===== config.mk =====
export PLATFORM = sky130hd
export DESIGN_NAME = latch_sr_controller
export DESIGN_NICKNAME = d
export VERILOG_FILES = /design/src/rtl/latch_ctrl_pkg.sv /design/src/rtl/rr_arbiter2.sv /design/src/rtl/latch_sr_controller.sv
export SDC_FILE = /design/constraint.sdc
export NUM_CORES = 1
export LEC_CHECK = 0
export ABC_AREA = 1
export CELL_PAD_IN_SITES_DETAIL_PLACEMENT = 1
export CELL_PAD_IN_SITES_GLOBAL_PLACEMENT = 1
export CORE_MARGIN = 1.5
export CORE_UTILIZATION = 35
export CTS_CLUSTER_SIZE = 40
export DETAILED_ROUTE_END_ITERATION = 6
export PLACE_DENSITY = 0.89
export REMOVE_ABC_BUFFERS = 1
export SYNTH_ARGS = -nofsm -noshare
export SYNTH_HDL_FRONTEND = slang
export SYNTH_SLANG_ARGS = --single-unit

===== constraint.sdc =====
create_clock -name cp -period 2.6 [get_ports cp]
set_clock_uncertainty 0.2 [all_clocks]
set_input_delay 0.52 -clock cp [delete_from_list [all_inputs] [get_ports cp]]
set_output_delay 0.52 -clock cp [all_outputs]
set_load 0.03 [all_outputs]

===== src/rtl/latch_ctrl_pkg.sv =====
// Shared opcode encodings, FSM state type and defaults for the SR latch bank controller.
package latch_ctrl_pkg;

   localparam logic [1:0] OP_HOLD   = 2'b00;
   localparam logic [1:0] OP_RESET  = 2'b01;
   localparam logic [1:0] OP_SET    = 2'b10;
   localparam logic [1:0] OP_TOGGLE = 2'b11;

   localparam int DEF_PULSE_CYCLES = 2;

   typedef enum logic [2:0] {
      ST_IDLE,
      ST_SETUP,
      ST_PULSE,
      ST_HOLD,
      ST_CHECK
   } state_e;

   // Only HOLD leaves the latch untouched; everything else is a write.
   function automatic logic op_is_write(input logic [1:0] op);
      return op != OP_HOLD;
   endfunction

   // Value the latch must hold after the command; TOGGLE resolves against the bit seen at grant.
   function automatic logic op_expected(input logic [1:0] op, input logic cur);
      logic exp;
      unique case (op)
         OP_RESET:  exp = 1'b0;
         OP_SET:    exp = 1'b1;
         OP_TOGGLE: exp = ~cur;
         default:   exp = cur;
      endcase
      return exp;
   endfunction

endpackage


===== src/rtl/rr_arbiter2.sv =====
// Two-requester round-robin arbiter; the last grant only moves when the owner strobes update.
module rr_arbiter2 (
   input  logic cp,
   input  logic notreset,
   input  logic req_a,
   input  logic req_b,
   input  logic update,
   output logic gnt_valid,
   output logic gnt_b
);

   logic last_b_q;
   logic last_b_d;

   // Grant decision: a tie goes to whoever was not served last.
   always_comb begin
      gnt_valid = req_a | req_b;
      gnt_b     = req_b & (~req_a | ~last_b_q);
      last_b_d  = update ? gnt_b : last_b_q;
   end

   // Last-grant register; resets to B so A wins the first tie.
   always_ff @(posedge cp or negedge notreset) begin
      if (!notreset) last_b_q <= 1'b1;
      else           last_b_q <= last_b_d;
   end

endmodule


===== src/rtl/latch_sr_controller.sv =====
// Sequencer for a bank of gated SR latches: arbitrates two requesters, drives
// setup / enable pulse / hold phases on the shared set/reset lines, then
// verifies the readback and acknowledges with a fault status.
//
// state    | meaning
// ---------+---------------------------------------------------------------
// ST_IDLE  | waiting; samples requests and captures op/idx/current bit
// ST_SETUP | set or reset line driven, enable low (data setup)
// ST_PULSE | enable bit of the target latch high for PULSE_CYCLES cycles
// ST_HOLD  | enable low, set/reset still driven (data hold)
// ST_CHECK | lines released; readback compared, ack + fault registered
module latch_sr_controller
   import latch_ctrl_pkg::*;
#(
   parameter int WIDTH        = 4,
   parameter int IDXW         = 2,
   parameter int PULSE_CYCLES = DEF_PULSE_CYCLES
) (
   input  logic             cp,
   input  logic             notreset,
   input  logic             req_a,
   input  logic [1:0]       op_a,
   input  logic [IDXW-1:0]  idx_a,
   output logic             ack_a,
   input  logic             req_b,
   input  logic [1:0]       op_b,
   input  logic [IDXW-1:0]  idx_b,
   output logic             ack_b,
   output logic             fault,
   output logic             busy,
   output logic [WIDTH-1:0] latch_enable,
   output logic             latch_set,
   output logic             latch_reset,
   input  logic [WIDTH-1:0] latch_out,
   input  logic [WIDTH-1:0] latch_notout
);

   localparam int CNTW = (PULSE_CYCLES > 1) ? $clog2(PULSE_CYCLES) : 1;

   state_e            state_q, state_d;
   logic              gnt_b_q, gnt_b_d;
   logic [IDXW-1:0]   idx_q, idx_d;
   logic              exp_q, exp_d;
   logic              bad_idx_q, bad_idx_d;
   logic [CNTW-1:0]   cnt_q, cnt_d;
   logic [WIDTH-1:0]  en_q, en_d;
   logic              set_q, set_d;
   logic              rst_q, rst_d;
   logic              ack_a_q, ack_a_d;
   logic              ack_b_q, ack_b_d;
   logic              fault_q, fault_d;
   logic              busy_q, busy_d;

   logic              arb_valid;
   logic              arb_gnt_b;
   logic              arb_update;

   logic [1:0]        sel_op;
   logic [IDXW-1:0]   sel_idx;
   logic              sel_in_range;
   logic              sel_cur;
   logic              chk_in_range;
   logic              chk_q_bit;
   logic              chk_nq_bit;

   rr_arbiter2 u_arb (
      .cp        (cp),
      .notreset  (notreset),
      .req_a     (req_a),
      .req_b     (req_b),
      .update    (arb_update),
      .gnt_valid (arb_valid),
      .gnt_b     (arb_gnt_b)
   );

   // Next-state and next-output logic; outputs are computed for the state being entered.
   always_comb begin
      state_d    = state_q;
      gnt_b_d    = gnt_b_q;
      idx_d      = idx_q;
      exp_d      = exp_q;
      bad_idx_d  = bad_idx_q;
      cnt_d      = cnt_q;
      en_d       = '0;
      set_d      = 1'b0;
      rst_d      = 1'b0;
      ack_a_d    = 1'b0;
      ack_b_d    = 1'b0;
      fault_d    = 1'b0;
      arb_update = 1'b0;

      sel_op       = arb_gnt_b ? op_b : op_a;
      sel_idx      = arb_gnt_b ? idx_b : idx_a;
      sel_in_range = int'(sel_idx) < WIDTH;
      sel_cur      = sel_in_range ? latch_out[sel_idx] : 1'b0;
      chk_in_range = int'(idx_q) < WIDTH;
      chk_q_bit    = chk_in_range ? latch_out[idx_q] : 1'b0;
      chk_nq_bit   = chk_in_range ? latch_notout[idx_q] : 1'b0;

      unique case (state_q)
         ST_IDLE: begin
            if (arb_valid) begin
               arb_update = 1'b1;
               gnt_b_d    = arb_gnt_b;
               idx_d      = sel_idx;
               exp_d      = op_expected(sel_op, sel_cur);
               bad_idx_d  = ~sel_in_range;
               if (!op_is_write(sel_op) || !sel_in_range) begin
                  state_d = ST_CHECK;
               end else begin
                  state_d = ST_SETUP;
                  set_d   = exp_d;
                  rst_d   = ~exp_d;
               end
            end
         end
         ST_SETUP: begin
            state_d = ST_PULSE;
            cnt_d   = CNTW'(PULSE_CYCLES - 1);
            en_d    = WIDTH'(1) << idx_q;
            set_d   = exp_q;
            rst_d   = ~exp_q;
         end
         ST_PULSE: begin
            set_d = exp_q;
            rst_d = ~exp_q;
            if (cnt_q == '0) begin
               state_d = ST_HOLD;
            end else begin
               cnt_d = cnt_q - CNTW'(1);
               en_d  = WIDTH'(1) << idx_q;
            end
         end
         ST_HOLD: begin
            state_d = ST_CHECK;
         end
         ST_CHECK: begin
            state_d = ST_IDLE;
            ack_a_d = ~gnt_b_q;
            ack_b_d = gnt_b_q;
            fault_d = bad_idx_q | (chk_q_bit != exp_q) | (chk_q_bit == chk_nq_bit);
         end
         default: begin
            state_d = ST_IDLE;
         end
      endcase

      busy_d = (state_d != ST_IDLE);
   end

   // State, captured transaction and registered outputs; reset drops any transaction.
   always_ff @(posedge cp or negedge notreset) begin
      if (!notreset) begin
         state_q   <= ST_IDLE;
         gnt_b_q   <= 1'b0;
         idx_q     <= '0;
         exp_q     <= 1'b0;
         bad_idx_q <= 1'b0;
         cnt_q     <= '0;
         en_q      <= '0;
         set_q     <= 1'b0;
         rst_q     <= 1'b0;
         ack_a_q   <= 1'b0;
         ack_b_q   <= 1'b0;
         fault_q   <= 1'b0;
         busy_q    <= 1'b0;
      end else begin
         state_q   <= state_d;
         gnt_b_q   <= gnt_b_d;
         idx_q     <= idx_d;
         exp_q     <= exp_d;
         bad_idx_q <= bad_idx_d;
         cnt_q     <= cnt_d;
         en_q      <= en_d;
         set_q     <= set_d;
         rst_q     <= rst_d;
         ack_a_q   <= ack_a_d;
         ack_b_q   <= ack_b_d;
         fault_q   <= fault_d;
         busy_q    <= busy_d;
      end
   end

   assign ack_a        = ack_a_q;
   assign ack_b        = ack_b_q;
   assign fault        = fault_q;
   assign busy         = busy_q;
   assign latch_enable = en_q;
   assign latch_set    = set_q;
   assign latch_reset  = rst_q;

endmodule

==> results.toml, run 1 <==
[placement]
place.gp.congestion = 0.824
port_buffers = 29
hpwlAfterDp_um = 2180

[routing]
ant_nets = 0
drt-pass1-iter-count = 4
vias = 967
wl_per_cell_um = 14.1
wl_um = 2670
avgViaCountPerCell = 5.09
post-route-drc-count = 0
drtIter0Drc = 29

[timing]
slew_violations = 0
tns_ns = 0
setup_viol = 0
worst_pin_slew_ns = 0.310
fin_crit_ns = 2.05
hold_viol = 0
rsz0062_at_grt = "false"
fmax_mhz = 489
fin_crit_sh_pct = 78.7
max-slew-margin-rel_pct = 79.3

[synthesis]
synthTopCellsByArea = "dfrtp_1 (46%), nand2_1 (11%), nand3_1 (9.6%), inv_1 (5.7%), nand2_2 (4.4%)"
synthTopCellsByCount = "nand2_1 (30), nand3_1 (19), dfrtp_1 (18)"
ys_seq_area_share_pct = 48.2
synth_top_area_share_pct = 45.6
ys.warnings.count = 0
yosysTopAreaCell = "dfrtp_1"
synth_edf_count = 0
syn_avg_cell_area_um2 = 7.91
syn_area_um2 = 988
synthDistinctLibCells = 21
netlist_instances = 125
ys_async_sr_fraction_pct = 100
synthFlopType = "dfrtp_1"
yosysMostFrequentCell = "nand2_1"
ys_ff_latch = 19

[global_route]
first_global_vias = 1049
grt_start_max_net_pins = 20
track_usage_pct = 19.6
grt_overflow = 0
antenna_found_initial = 0
grt_first_pass_wirelength_um = 4700

[critical_path]
crit_arrival_ns = 1.33
crit_buf_inv = 1
end_kind = "output pin"
path_max_fanout = 1
critPathMaxStageDelay_ns = 0.66
cp_top_family = "buffers and inverters"
cp-start-kind = "flip-flop"
slowest_stage = "clkdlybuf4s50_1"
crit_required_ns = 1.88
setup.worst_path.class = "flip-flop to output pin"
crit_path_cell_trace = "clkdlybuf4s50_1"

[clock_tree]
cts_resized = 0
cts_setup_buffers = 0
cts.path.max_buffers = 2
htreeDepth = 1
root_buffer = "clkbuf_4"
cts_tree = "yes"
cts_sinks = 19
cts.hold.buffers_added = 0
cts_made_buffers = 3
insertion_delay_ns = 0.32
clkSlewWorstSetupHoldPaths_ns = 0.11

[layout]
fin_nets = 180
layout-drive-gt1-share_pct = 14.5
area_growth_pct = 36.7
largest_reg_flops = 4
final_util_pct = 49.9
num_antenna_cells = 0

[pwr]
leakage_nw = 0.652
peakVddDrop_mv = 0.542
p_per_area_nw_per_um2 = 998

[die]
die_x_um = 56.1
fp.dieArea_um2 = 3150
ios = 30
die-height_um = 56.1
core_area_um2 = 2710
initial_core_util_pct = 36.5
rows = 19

[flow_run]
drv_cap = 0

[min_path]
min_path_type = "flip-flop to flip-flop"

[status]
status = "complete, no violations"
-- kinds of logic (layout without fill, tap and decap cells) --
group                  count (synthesis)  after routing  share of synthesized area, %
and+or+nand+nor                       77             77                          37.8
DFF                                   19             19                          48.2
buffers and inverters                 18             52                          7.47
AOI/OAI and AO/OA                     11             11                          6.46
-- layout by cell type (no fill, tap or decap), types with 2 or more instances in the layout --
cell             synthesis  routed
a21oi_1                  2       2
buf_4                    1       2
clkbuf_4                 0       3
clkdlybuf4s50_1          0      29
dfrtp_1                 18      18
inv_1                   15      15
nand2_1                 30      30
nand2_2                  7       7
nand3_1                 19      19
nand3_2                  3       3
nor2_1                  10      10
nor3_1                   4       4
o21ai_0                  5       5
o21ai_2                  2       2
-- report_power, final --
part | internal (mW) | switching (mW) | total, mW
sequential | 0.414 | 0.0742 | 0.488
clock | 0.0602 | 0.0994 | 0.160
combinational | 0.252 | 0.448 | 0.700
total | 0.726 | 0.622 | 1.35
-- stage by stage --
step | instance area [um^2] | instances | total power [mW] | worst slack (ns) | hold slack [ns]
global route | 1350 | 190 | 1.46 | 0.518 | 0.264
global placement | 1330 | 186 | 1.14 | 0.460 | 0.208
CTS | 1350 | 190 | 1.36 | 0.547 | 0.250
finish | 1350 | 190 | 1.35 | 0.554 | 0.243
floorplan | 981 | 124 | 0.927 | 1.06 | 0.0244
detailed placement | 1330 | 186 | 1.20 | 0.370 | 0.232
-- layer usage --
layer  GRT usage, %  up-vias  wire (um)  share of wire (%)
li1               -      470          -                  -
met1           22.2      451       1090                 41
met3           2.09        8        118                4.4
met5              0        -          0                  0
met4           11.2        0         81                3.0
met2           35.3       38       1380                 52
-- area by class of cell --
cell class / count / area [um^2]
Sequential cell: 19 / 477
Multi-Input combinational cell: 88 / 438
Inverter: 17 / 66.3
Tap cell: 31 / 38.8
Timing Repair Buffer: 31 / 305
Fill cell: 342 / 1360
Clock buffer: 4 / 26.3
-- worst paths after layout --
| kind | startpoint | end | slack, ns | cells past startpoint |
|---|---|---|---|---|
| max reg2reg | u_arb.last_b_q | latch_reset | 0.86 | 9 |
| min reg2reg | gnt_b_q | ack_a | 0.24 | 1 |
| min in group asynchronous | notreset | ack_b | 0.33 | 2 |
| min | gnt_b_q | ack_a | 0.24 | 1 |
| max | latch_set | latch_set | 0.55 | 1 |
| max in group asynchronous | notreset | u_arb.last_b_q | 1.61 | 2 |
Note: power is estimated with default switching activity, not from simulation.
==> inputs of run 2 (changes only) <==
--- a/config.mk
+++ b/config.mk
@@ -9,10 +9,10 @@
 export CELL_PAD_IN_SITES_DETAIL_PLACEMENT = 1
 export CELL_PAD_IN_SITES_GLOBAL_PLACEMENT = 1
 export CORE_MARGIN = 1.5
-export CORE_UTILIZATION = 35
+export CORE_UTILIZATION = 32
 export CTS_CLUSTER_SIZE = 40
 export DETAILED_ROUTE_END_ITERATION = 6
-export PLACE_DENSITY = 0.89
+export PLACE_DENSITY = 0.83
 export REMOVE_ABC_BUFFERS = 1
 export SYNTH_ARGS = -nofsm -noshare
 export SYNTH_HDL_FRONTEND = slang
==> constraint.sdc (replaced) <==
create_clock -name cp -period 1.93 [get_ports cp]
set_clock_uncertainty 0.2 [all_clocks]
set_input_delay 0.386 -clock cp [delete_from_list [all_inputs] [get_ports cp]]
set_output_delay 0.386 -clock cp [all_outputs]
set_load 0.03 [all_outputs]
==> run 2 against run 1 <==
Against the previous run: first-iteration DRC count fell by 52%; combinational power grew 36%; sequential share of layout area shrank 0.64 points; non-clock buffer count increased by 3; die area up 8.9%; cell area up 1.9%; power rose by 35%; setup slack worse by 0.53 ns; utilization shrank 1.6 points; sequential power increased by 36%; clock power is 29% higher; critical path type unchanged; largest power group unchanged.
==> results.toml, run 2 (synthesis results as in run 1) <==
[clock_tree]
cts_made_buffers = 3
htreeDepth = 1
cts_setup_buffers = 0
cts_sinks = 19
root_buffer = "clkbuf_4"
insertion_delay_ns = 0.30
clkSlewWorstSetupHoldPaths_ns = 0.11
cts.path.max_buffers = 2
cts_tree = "yes"

[timing]
rsz0062_at_grt = "false"
timing.final.ws_setup_ns = 0.0262
slew_violations = 0
fin_crit_sh_pct = 98.6
hold_viol = 0
tns_ns = 0
max-slew-margin-rel_pct = 78.5
finalHoldWorstSlack_ns = 0.212
fin_crit_ns = 1.90
worst_pin_slew_ns = 0.323
fmax_mhz = 525
setup_viol = 0

[pwr]
finalPower_mw = 1.82
peakVddDrop_mv = 0.401
leakage_nw = 0.685
p_per_area_nw_per_um2 = 1330

[layout]
seqCellArea_um2 = 477
final_cells = 193
fin_nets = 183
most-common-layout-cells = "nand2_1 (30), clkdlybuf4s50_1 (28), nand3_1 (19), dfrtp_1 (18), inv_1 (15)"
num_antenna_cells = 0
area_growth_pct = 39.2
layout_commonest_cell = "nand2_1"
final_util_pct = 48.2
multiInputGateArea_um2 = 438
n_fill_cell = 370
design_area_um2 = 1380
layout-drive-gt1-share_pct = 16.0
largest_reg_flops = 4

[global_route]
grt_start_max_net_pins = 20
antenna_found_initial = 0
track_usage_pct = 17.0
grt_first_pass_wirelength_um = 4370
first_global_vias = 1004
grt_overflow = 0

[min_path]
min_path_type = "primary input to asynchronous set/reset pin"

[critical_path]
crit_required_ns = 1.34
crit_arrival_ns = 1.32
cp_top_family = "buffers and inverters"
path_max_fanout = 1
rrSetupSlack_ns = 0.23
cp.depth = 1
r2r_end = "latch_reset"
cp-start-kind = "flip-flop"
setup.worst_path.class = "flip-flop to output pin"
slowest_stage = "clkdlybuf4s50_1"
critPathMaxStageDelay_ns = 0.67
crit_path_cell_trace = "clkdlybuf4s50_1"
end_kind = "output pin"
r2r-start = "u_arb.last_b_q"
r2r_cells = 9
crit_buf_inv = 1

[die]
ios = 30
core_area_um2 = 2850
die-height_um = 58.6
fp.dieArea_um2 = 3430
die_x_um = 58.6
initial_core_util_pct = 34.6
rows = 19

[placement]
place_ws_ns = -0.138
port_buffers = 29
dp.cells = 189
place_area_um2 = 1350
place.gp.congestion = 0.786
hpwlAfterDp_um = 2060

[flow_run]
drv_cap = 0

[routing]
post-route-drc-count = 0
wl_um = 2560
vias = 966
drtIter0Drc = 14
drt-pass1-iter-count = 4
wl_per_cell_um = 13.3
ant_nets = 0
avgViaCountPerCell = 5.01

[status]
status = "complete, no violations"
run 2: cell types whose count changed in the layout (fill, tap and decap cells not counted):
| cell | delta |
|---|---|
| dlymetal6s2s_1 | +1 |
| buf_4 | +3 |
| clkdlybuf4s50_1 | -1 |
run 2: area by class of cell:
type | count | area share, %
clock buffers | 4 | 1.91
inverters | 17 | 4.82
multi-input cells | 88 | 31.8
flip-flops and latches | 19 | 34.6
well taps | 31 | 2.82
repair buffers | 34 | 24.0
run 2: repair_timing:
action	in CTS	in global routing
hold buffers	0	0
gates resized for setup	0	1
setup endpoints to repair	0	1
run 2: worst max path at each step:
| stage | from | endpoint | slack [ns] |
|---|---|---|---|
| 5_1_grt | latch_reset | latch_reset | 0.0004 |
| 2_1_floorplan | state_q[0] | busy | 0.40 |
| 3_5_place_dp | req_a | latch_reset | -0.14 |
| 6_report | latch_reset | latch_reset | 0.03 |
| 3_3_place_gp | req_a | busy | -0.08 |
| 4_1_cts | latch_reset | latch_reset | 0.01 |
run 2: power breakdown:
group          leakage [nW]  internal (mW)  switching (mW)  total, mW
Clock                0.0150         0.0807           0.125      0.206
Combinational         0.426          0.360           0.594      0.954
Sequential            0.244          0.558           0.106      0.664
run 2: routing by layer:
metal	part of all wire, %	global-route usage [%]	wire, um
met4	1.6	5.84	42
met3	4.0	2.20	103
met1	41	19.2	1050
met2	53	32.4	1370
met5	0	0	0
